## src/rtl/load_store_unit.sv

```systemverilog
// Byte-addressed load/store front end for a word-wide data_memory: splits straddling
// accesses, merges sub-word stores by read-modify-write, and extends load data.
module load_store_unit #(
   parameter int MEM_WORDS = 64
) (
   input  logic        clk,
   input  logic        reset,
   input  logic        req_valid,
   output logic        req_ready,
   input  logic        req_write,
   input  logic [3:0]  req_mode,
   input  logic [31:0] req_addr,
   input  logic [31:0] req_wdata,
   output logic        resp_valid,
   output logic        resp_fault,
   output logic [31:0] resp_rdata,
   output logic        memory_read,
   output logic        memory_write,
   output logic [3:0]  memory_mode,
   output logic [31:0] address,
   output logic [31:0] write_data,
   input  logic [31:0] read_data
);

   // Handshake: a request is taken when req_valid && req_ready at a posedge;
   // resp_valid is a single-cycle pulse with no backpressure.

   localparam logic [3:0] M_BYTE  = 4'd0;
   localparam logic [3:0] M_HALF  = 4'd1;
   localparam logic [3:0] M_WORD  = 4'd2;
   localparam logic [3:0] M_UBYTE = 4'd3;
   localparam logic [3:0] M_UHALF = 4'd4;

   typedef enum logic [2:0] {
      IDLE, LD_LO, LD_HI, ST_RD_LO, ST_WR_LO, ST_RD_HI, ST_WR_HI, RESP
   } state_t;

   state_t state, next_state;

   logic        write_q, fault_q;
   logic [3:0]  mode_q;
   logic [31:0] addr_q, wdata_q;
   logic [31:0] lo_q, hi_q;

   function automatic logic [2:0] size_of(input logic [3:0] m);
      case (m)
         M_BYTE, M_UBYTE: size_of = 3'd1;
         M_HALF, M_UHALF: size_of = 3'd2;
         default:         size_of = 3'd4;
      endcase
   endfunction

   // Request-side decode, used only at accept time
   logic        accept;
   logic [2:0]  in_size;
   logic        in_split, in_fault;
   logic [31:0] in_word;

   assign accept   = req_valid && req_ready;
   assign in_size  = size_of(req_mode);
   assign in_split = ({1'b0, req_addr[1:0]} + in_size) > 3'd4;
   assign in_word  = {2'b00, req_addr[31:2]};
   assign in_fault = (req_mode > M_UHALF)
                   || (req_write && (req_mode == M_UBYTE || req_mode == M_UHALF))
                   || (in_word >= 32'(MEM_WORDS))
                   || (in_split && (in_word + 32'd1 >= 32'(MEM_WORDS)));

   // Latched-request decode
   logic [1:0]  off;
   logic [2:0]  size;
   logic        split;
   logic [31:0] word_lo, word_hi;
   logic [5:0]  shamt;

   assign off     = addr_q[1:0];
   assign size    = size_of(mode_q);
   assign split   = ({1'b0, off} + size) > 3'd4;
   assign word_lo = {2'b00, addr_q[31:2]};
   assign word_hi = word_lo + 32'd1;
   assign shamt   = {1'b0, off, 3'b000};

   // Merge: only bytes off .. off+size-1 of {hi,lo} take store data
   logic [3:0]  size_mask;
   logic [7:0]  byte_mask;
   logic [63:0] bit_mask, store_data, merged, extracted;

   always_comb begin
      case (size)
         3'd1:    size_mask = 4'h1;
         3'd2:    size_mask = 4'h3;
         default: size_mask = 4'hf;
      endcase
      byte_mask = {4'h0, size_mask} << off;
      bit_mask  = '0;
      for (int i = 0; i < 8; i++) bit_mask[i*8 +: 8] = {8{byte_mask[i]}};
      store_data = {32'h0, wdata_q} << shamt;
      merged     = ({hi_q, lo_q} & ~bit_mask) | (store_data & bit_mask);
      extracted  = {hi_q, lo_q} >> shamt;
   end

   // State register
   always_ff @(posedge clk) begin
      if (reset) state <= IDLE;
      else       state <= next_state;
   end

   // Next-state logic
   always_comb begin
      next_state = state;
      case (state)
         IDLE: begin
            if (accept) begin
               if (in_fault)                                     next_state = RESP;
               else if (!req_write)                              next_state = LD_LO;
               else if (req_mode == M_WORD && req_addr[1:0] == 2'd0) next_state = ST_WR_LO;
               else                                              next_state = ST_RD_LO;
            end
         end
         LD_LO:    next_state = split ? LD_HI : RESP;
         LD_HI:    next_state = RESP;
         ST_RD_LO: next_state = ST_WR_LO;
         ST_WR_LO: next_state = split ? ST_RD_HI : RESP;
         ST_RD_HI: next_state = ST_WR_HI;
         ST_WR_HI: next_state = RESP;
         RESP:     next_state = IDLE;
         default:  next_state = IDLE;
      endcase
   end

   // Request latch and read-data capture
   always_ff @(posedge clk) begin
      if (reset) begin
         write_q <= 1'b0;
         fault_q <= 1'b0;
         mode_q  <= '0;
         addr_q  <= '0;
         wdata_q <= '0;
         lo_q    <= '0;
         hi_q    <= '0;
      end else begin
         if (accept) begin
            write_q <= req_write;
            fault_q <= in_fault;
            mode_q  <= req_mode;
            addr_q  <= req_addr;
            wdata_q <= req_wdata;
         end
         if (state == LD_LO || state == ST_RD_LO) lo_q <= read_data;
         if (state == LD_HI || state == ST_RD_HI) hi_q <= read_data;
      end
   end

   // Output logic; everything held at 0 while reset is asserted
   always_comb begin
      req_ready    = 1'b0;
      resp_valid   = 1'b0;
      resp_fault   = 1'b0;
      resp_rdata   = '0;
      memory_read  = 1'b0;
      memory_write = 1'b0;
      memory_mode  = '0;
      address      = '0;
      write_data   = '0;
      if (!reset) begin
         memory_mode = M_WORD;
         case (state)
            IDLE: req_ready = 1'b1;
            LD_LO, ST_RD_LO: begin
               memory_read = 1'b1;
               address     = word_lo;
            end
            LD_HI, ST_RD_HI: begin
               memory_read = 1'b1;
               address     = word_hi;
            end
            ST_WR_LO: begin
               memory_write = 1'b1;
               address      = word_lo;
               write_data   = merged[31:0];
            end
            ST_WR_HI: begin
               memory_write = 1'b1;
               address      = word_hi;
               write_data   = merged[63:32];
            end
            RESP: begin
               resp_valid = 1'b1;
               resp_fault = fault_q;
               if (!fault_q && !write_q) begin
                  case (mode_q)
                     M_BYTE:  resp_rdata = {{24{extracted[7]}}, extracted[7:0]};
                     M_HALF:  resp_rdata = {{16{extracted[15]}}, extracted[15:0]};
                     M_UBYTE: resp_rdata = {24'h0, extracted[7:0]};
                     M_UHALF: resp_rdata = {16'h0, extracted[15:0]};
                     default: resp_rdata = extracted[31:0];
                  endcase
               end
            end
            default: ;
         endcase
      end
   end

endmodule
```

## config.mk

```make
export PLATFORM = sky130hd
export DESIGN_NAME = load_store_unit
export DESIGN_NICKNAME = d
export VERILOG_FILES = /design/src/rtl/load_store_unit.sv
export SDC_FILE = /design/constraint.sdc
export NUM_CORES = 1
export LEC_CHECK = 0
export CAP_MARGIN = 0
export CORE_MARGIN = 2
export CORE_UTILIZATION = 38
export DETAILED_ROUTE_END_ITERATION = 7
export PLACE_DENSITY = 0.65
export SYNTH_ARGS = -nofsm -noshare
export SYNTH_HDL_FRONTEND = slang
export SYNTH_SLANG_ARGS = --single-unit
```

## constraint.sdc

```tcl
create_clock -name clk -period 3.8 [get_ports clk]
set_clock_uncertainty 0.1 [all_clocks]
set_input_delay 0.38 -clock clk [delete_from_list [all_inputs] [get_ports clk]]
set_output_delay 0.38 -clock clk [all_outputs]
set_load 0.02 [all_outputs]
```

**Word level (Yosys, flattened, before mapping)**

Cells that the tools add are included.

- Register bits: 137
- Bits of input ports: 104
- Output and inout port bits: 105
- Word-level logic and storage cells: 96

- Add/subtract/negate cells: 4
- $lt $le $gt $ge: 5
- Equal/unequal tests: 17
- Shift-type cells: 3
- Mux-type cells: 29
- Bitwise gates (word level): 4
- Reduce and logical (&&, ||, !) cells: 26

Operators by type and width:

| cell | count |
|---|---|
| AND 64 bit | 2 |
| 2-to-1 mux 32 bit | 4 |
| one-hot mux 32 bit (4 select lines) | 1 |
| NOT 64 bit | 1 |
| bitwise OR 64 bit | 1 |
| one-hot mux 32 bit (2 select lines) | 1 |
| left shift 32 x 5 -> 64 bit | 1 |
| >> shifter 64 x 5 -> 32 bit | 1 |
| adder 30 x 1 -> 31 bit (second input constant) | 2 |
| one-hot mux 31 bit (2 select lines) | 1 |
| >= comparator 31 x 7 -> 1 bit (second input constant) | 1 |
| 2-to-1 mux 31 bit | 1 |
| >= comparator 30 x 7 -> 1 bit (second input constant) | 1 |
| one-hot mux 3 bit (7 select lines) | 1 |
| 2-to-1 mux 3 bit | 5 |
| == test 3 bit (second input constant) | 4 |
| == test 4 x 2 -> 1 bit (second input constant) | 3 |
| one-hot mux 3 bit (2 select lines) | 2 |
| OR reduction 2 bit | 6 |
| 2-to-1 mux 1 bit | 10 |
| == test 3 x 2 -> 1 bit (second input constant) | 3 |
| == test 4 x 1 -> 1 bit (second input constant) | 2 |
| == test 4 x 3 -> 1 bit (second input constant) | 2 |
| logical NOT 4 bit | 2 |
| other kinds (15) | 30 |

**Depth between registers and ports, before layout**

- Depth in word-level cells: 11
- Gate-level depth with buffers: 14

**Worst setup path before layout**

Ideal clock, no wire load.

- Path kind: reg2out
- Start point: register mode_q[0]
- End point: output port write_data[22]
- Arrival time: 2.867 ns
- Required time: 3.320 ns
- Setup slack: 0.453 ns
- Stages on the path, launching flop included: 13
- Path buffers: 3
- Cells stage by stage: dfxtp_1 > buf_2 > nor2b_1 > or4_1 > clkbuf_1 > inv_1 > ha_1 > nor2_1 > o22a_1 > buf_2 > mux2_2 > o22a_1 > nor2_1

- Cells in the longest elaborated chain, start to end: 11

Ends and longest elaborated chain:

| what | line | source |
|---|---|---|
| start: declaration | 41 | `logic [3:0] mode_q;` |
| start signal: assignment | 144 | `mode_q <= req_mode;` |
| == test 4 x 3 -> 1 bit (tied with other cells) | 46 | `case (m)` |
| OR reduction 2 bit | 46 |  |
| one-hot mux 3 bit (2 select lines) * | 46 |  |
| == test 3 x 2 -> 1 bit / == test 3 x 1 -> 1 bit (equally long branches) | 88 | `case (size)` |
| one-hot mux 4 bit (2 select lines) * | 88 |  |
| left shift 4 x 2 -> 8 bit * | 93 | `byte_mask = {4'h0, size_mask} << off;` |
| NOT 64 bit | 97 | `merged = ({hi_q, lo_q} & ~bit_mask) \| (store_data & bit_mask);` |
| AND 64 bit | 97 |  |
| bitwise OR 64 bit * | 97 |  |
| one-hot mux 32 bit (2 select lines) * | 166 | `case (state)` |
| 2-to-1 mux 32 bit * | 164 | `if (!reset) begin` |
| end: declaration | 21 | `output logic [31:0] write_data,` |

Mark *: on every way between the ends. The rest lies on a longest branch, timed or not.

**Final worst setup path**

- Start point: register mode_q[2]
- End point: output port write_data[24]

The elaborated chain is that of the path after synthesis.

==> metrics.csv <==
stage,metric,value,unit
setup_path,"slowest stage delay, CP",0.61,ns
final_layout,Non-Filler Instances,1712,
setup_path,reg2reg setup slack,0.41,ns
clock_network,Skew-Pair Late Insertion Delay,0.44,ns
setup_path,crit path launch,mode_q[2],
setup_path,kind of critical path,flop to primary output,
floorplan,Die X-Extent,159,microns
synth,post-synthesis cell count,1221,
synth,Syn. warnings,0,
power,Peak supply drop,0.253,mV
sta,Final Hold Viols,0,
drt,TritonRoute pass-1 iters,5,
place,GPL Wtd Cong,0.920,
grt,vias in the first global route,9427,
setup_path,critical-path cell list,"xnor2_1, or3_1, ha_1, nor2b_1, buf_4, nor3_1, o31ai_1, a32o_1, clkdlybuf4s50_1",
clock_network,Root Buffer,clkbuf_16,
grt,GRT overflow,0,
final_layout,# nets final,1491,
setup_path,Setup crit end kind,primary output,
setup_path,"Slowest-stage cell, CP",clkdlybuf4s50_1,
synth,ys async rst share,0,%
final_layout,Antenna Cells,0,
synth,post-synthesis mux area share,14.7,%
final_layout,Area Overhead vs Synth,31.0,%
power,Lkg Pwr,0.00415,uW
clock_network,CTS Buf Count,17,
job,max-cap viol count,0,
synth,Synth top area share,30.0,%
drt,Vias per Instance,5.73,
place,# port buffers,204,
sta,Hold WS,0.354,ns
sta,maximum clock frequency,0.270,GHz
synth,main combinational cell family by area after synthesis,simple AND/OR/NAND/NOR gates,
hold_path,Hold Crit Class,flop to flop,
drt,Post-route DRC,0,
place,Area after DPL,0.0114,sq mm
synth,Post-synth top cells,"335 x nand2_1, 137 x dfxtp_1, 125 x a21oi_1",
drt,Post-Route WL,34600,microns
sta,shortest period the worst path allows,3.70,ns
synth,synth unique cells,73,
final_layout,layout cell share with drive strength beyond 1,11.3,%
synth,leading area contributor after synthesis,dfxtp_1,
sta,fin crit share,97.3,%
floorplan,DIE HEIGHT,159,microns
synth,Seq cells post-synth,137,
setup_path,crit path buf inv count,2,
sta,"Slew Viols, Final",0,
final_layout,Fillers,2400,
floorplan,initial core utilization,38.8,%
clock_network,CTS sink cnt,137,
hold_path,startpoint of the worst hold path,hi_q[25],
setup_path,Worst EP required,3.32,ns
clock_network,CTS tree,yes,
final_layout,post-route cell area,0.0120,sq mm
synth,ys flop type,dfxtp_1,
setup_path,Setup crit start kind,flop,
floorplan,io pins,209,
clock_network,"Clk pin slew, worst setup/hold paths",0.07,ns
synth,Syn Area/Cell,7.48,sq um
setup_path,crit-path leading delay family,buffers and inverters,
drt,via count,9813,
grt,largest net degree at the start of global routing,75,
synth,synth top area cells,"dfxtp_1 30%, nand2_1 14%, mux4_2 7.9%",
grt,initial antenna violation count,0,
setup_path,reg-to-reg startpoint,mode_q[1],
sta,Total Neg Setup Slack,0,ns
clock_network,Bufs on Longest Clock Path,2,
synth,area share of fa/ha/maj cells after synthesis,1.12,%
clock_network,htree depth,4,
clock_network,hold-fix buffers at CTS,0,
grt,global-route wire length before repair,53400,microns
synth,register area share after synthesis,30.0,%
synth,Compound-Gate Fraction of Synth Area,23.0,%
drt,number of routed nets with antenna violations,0,
floorplan,Core Area,0.0235,sq mm
synth,number of flops mapped to enable cells by yosys,0,
drt,WL/cell,20.2,microns
synth,most common cell in the synthesized netlist,nand2_1,
sta,final setup fails,0,
setup_path,worst-path maximum fanout,7,
synth,Mapped Area,0.00914,sq mm
synth,xor/xnor cell area share of the yosys netlist,0.383,%
power,PwrDens,385,mW/mm^2
place,cell count after placement,1677,
grt,GRT Util Overall,26.9,%
sta,measured slew at the worst slew-check pin,0.911,ns
floorplan,Site Rows,56,
synth,Synth Area in Simple Gates,24.5,%
drt,initial drt markers,1034,
setup_path,WP data arrival,3.22,ns
place,dpl hpwl,25600,microns
status,status,finished clean,
sta,slew margin rel.,39.1,%
floorplan,die area,0.0253,sq mm
[worst min-delay path, stage by stage (launching register included)]
cell and delay, ns:
dfxtp_1 0.31, nand2_1 0.05, a21oi_1 0.05
[cell families after synthesis]
family,after synthesis
buf+inv,125
fa+ha+maj,7
flops,137
compound gates,346
xor+xnor,4
mux,92
simple gates,509
other cells,1
[state kept, by name (all words and copies together), names as in the netlist]
name     count
fault_q      1
mode_q       4
addr_q      32
write_q      1
state        3
hi_q        32
wdata_q     32
lo_q        32
[per-stage QoR]
stage	power, uW	worst slack [ns]	utilization (%)
after global routing	4810	-0.0250	50.8
after global placement	2920	0.186	48.4
final	4610	0.101	50.8
after detailed placement	2940	0.144	48.4
after floorplan	2460	0.453	-
after CTS	4580	0.00240	50.7
[area by class of cell]
| type | instances | area, sq um | share of cell area (%) |
|---|---|---|---|
| clock buffer | 17 | 425 | 3.55 |
| timing repair buffer | 246 | 2320 | 19.4 |
| sequential | 137 | 2750 | 23.0 |
| tap | 319 | 399 | 3.34 |
| inverter | 16 | 60.1 | 0.502 |
| clock inverter | 15 | 145 | 1.21 |
| multi-input combinational | 962 | 5870 | 49.1 |
[final timing paths]
path               endpoint  cells past startpoint
max reg2reg        state[1]                     14
max          write_data[24]                      9
min reg2reg        hi_q[25]                      2
min                hi_q[25]                      2
[repair_timing]
| item | CTS | global route |
|---|---|---|
| buffers inserted | 1 | 2 |
| cloned | 0 | 0 |
| resized for setup | 28 | 25 |
| endpoints found under the setup margin | 31 | 26 |
[power breakdown]
part | total [uW] | internal [uW] | switching (uW) | leakage (uW)
combinational | 1200 | 507 | 695 | 0.00276
clock | 1650 | 871 | 783 | 0.000272
sequential | 1750 | 1560 | 199 | 0.00112
total | 4610 | 2930 | 1680 | 0.00415
[routing by layer]
metal | track usage (%) | part of all wire, %
met5 | 0 | 0
met4 | 13.2 | 4.8
met3 | 5.47 | 8.8
met2 | 43.6 | 46
met1 | 34.2 | 41
[layout by cell type, fill, tap and decap left out, types with 7 or more instances in the layout]
master           Yosys  final
nand2_1            335    333
clkdlybuf4s50_1      0    173
dfxtp_1            137    134
a21oi_1            125    124
o21ai_0             94     93
nor2_1              67     66
mux2i_1             43     43
buf_4               14     42
mux4_2              32     32
o211ai_1            28     28
dlygate4sd2_1        0     19
mux2_2              17     17
clkbuf_16            0     17
inv_1               15     14
and3_1              13     13
and2_1              13     12
nand3_1             12     12
a211oi_1            11     11
a31oi_1             11     11
o31ai_1             10      9
o22a_1               9      9
nor2b_1              9      8
nor4_1               8      8
nand4_1              8      8
a41oi_1              8      8
o2bb2ai_1            7      7
clkbuf_2             1      7
Power figures use the tool's default switching activity.
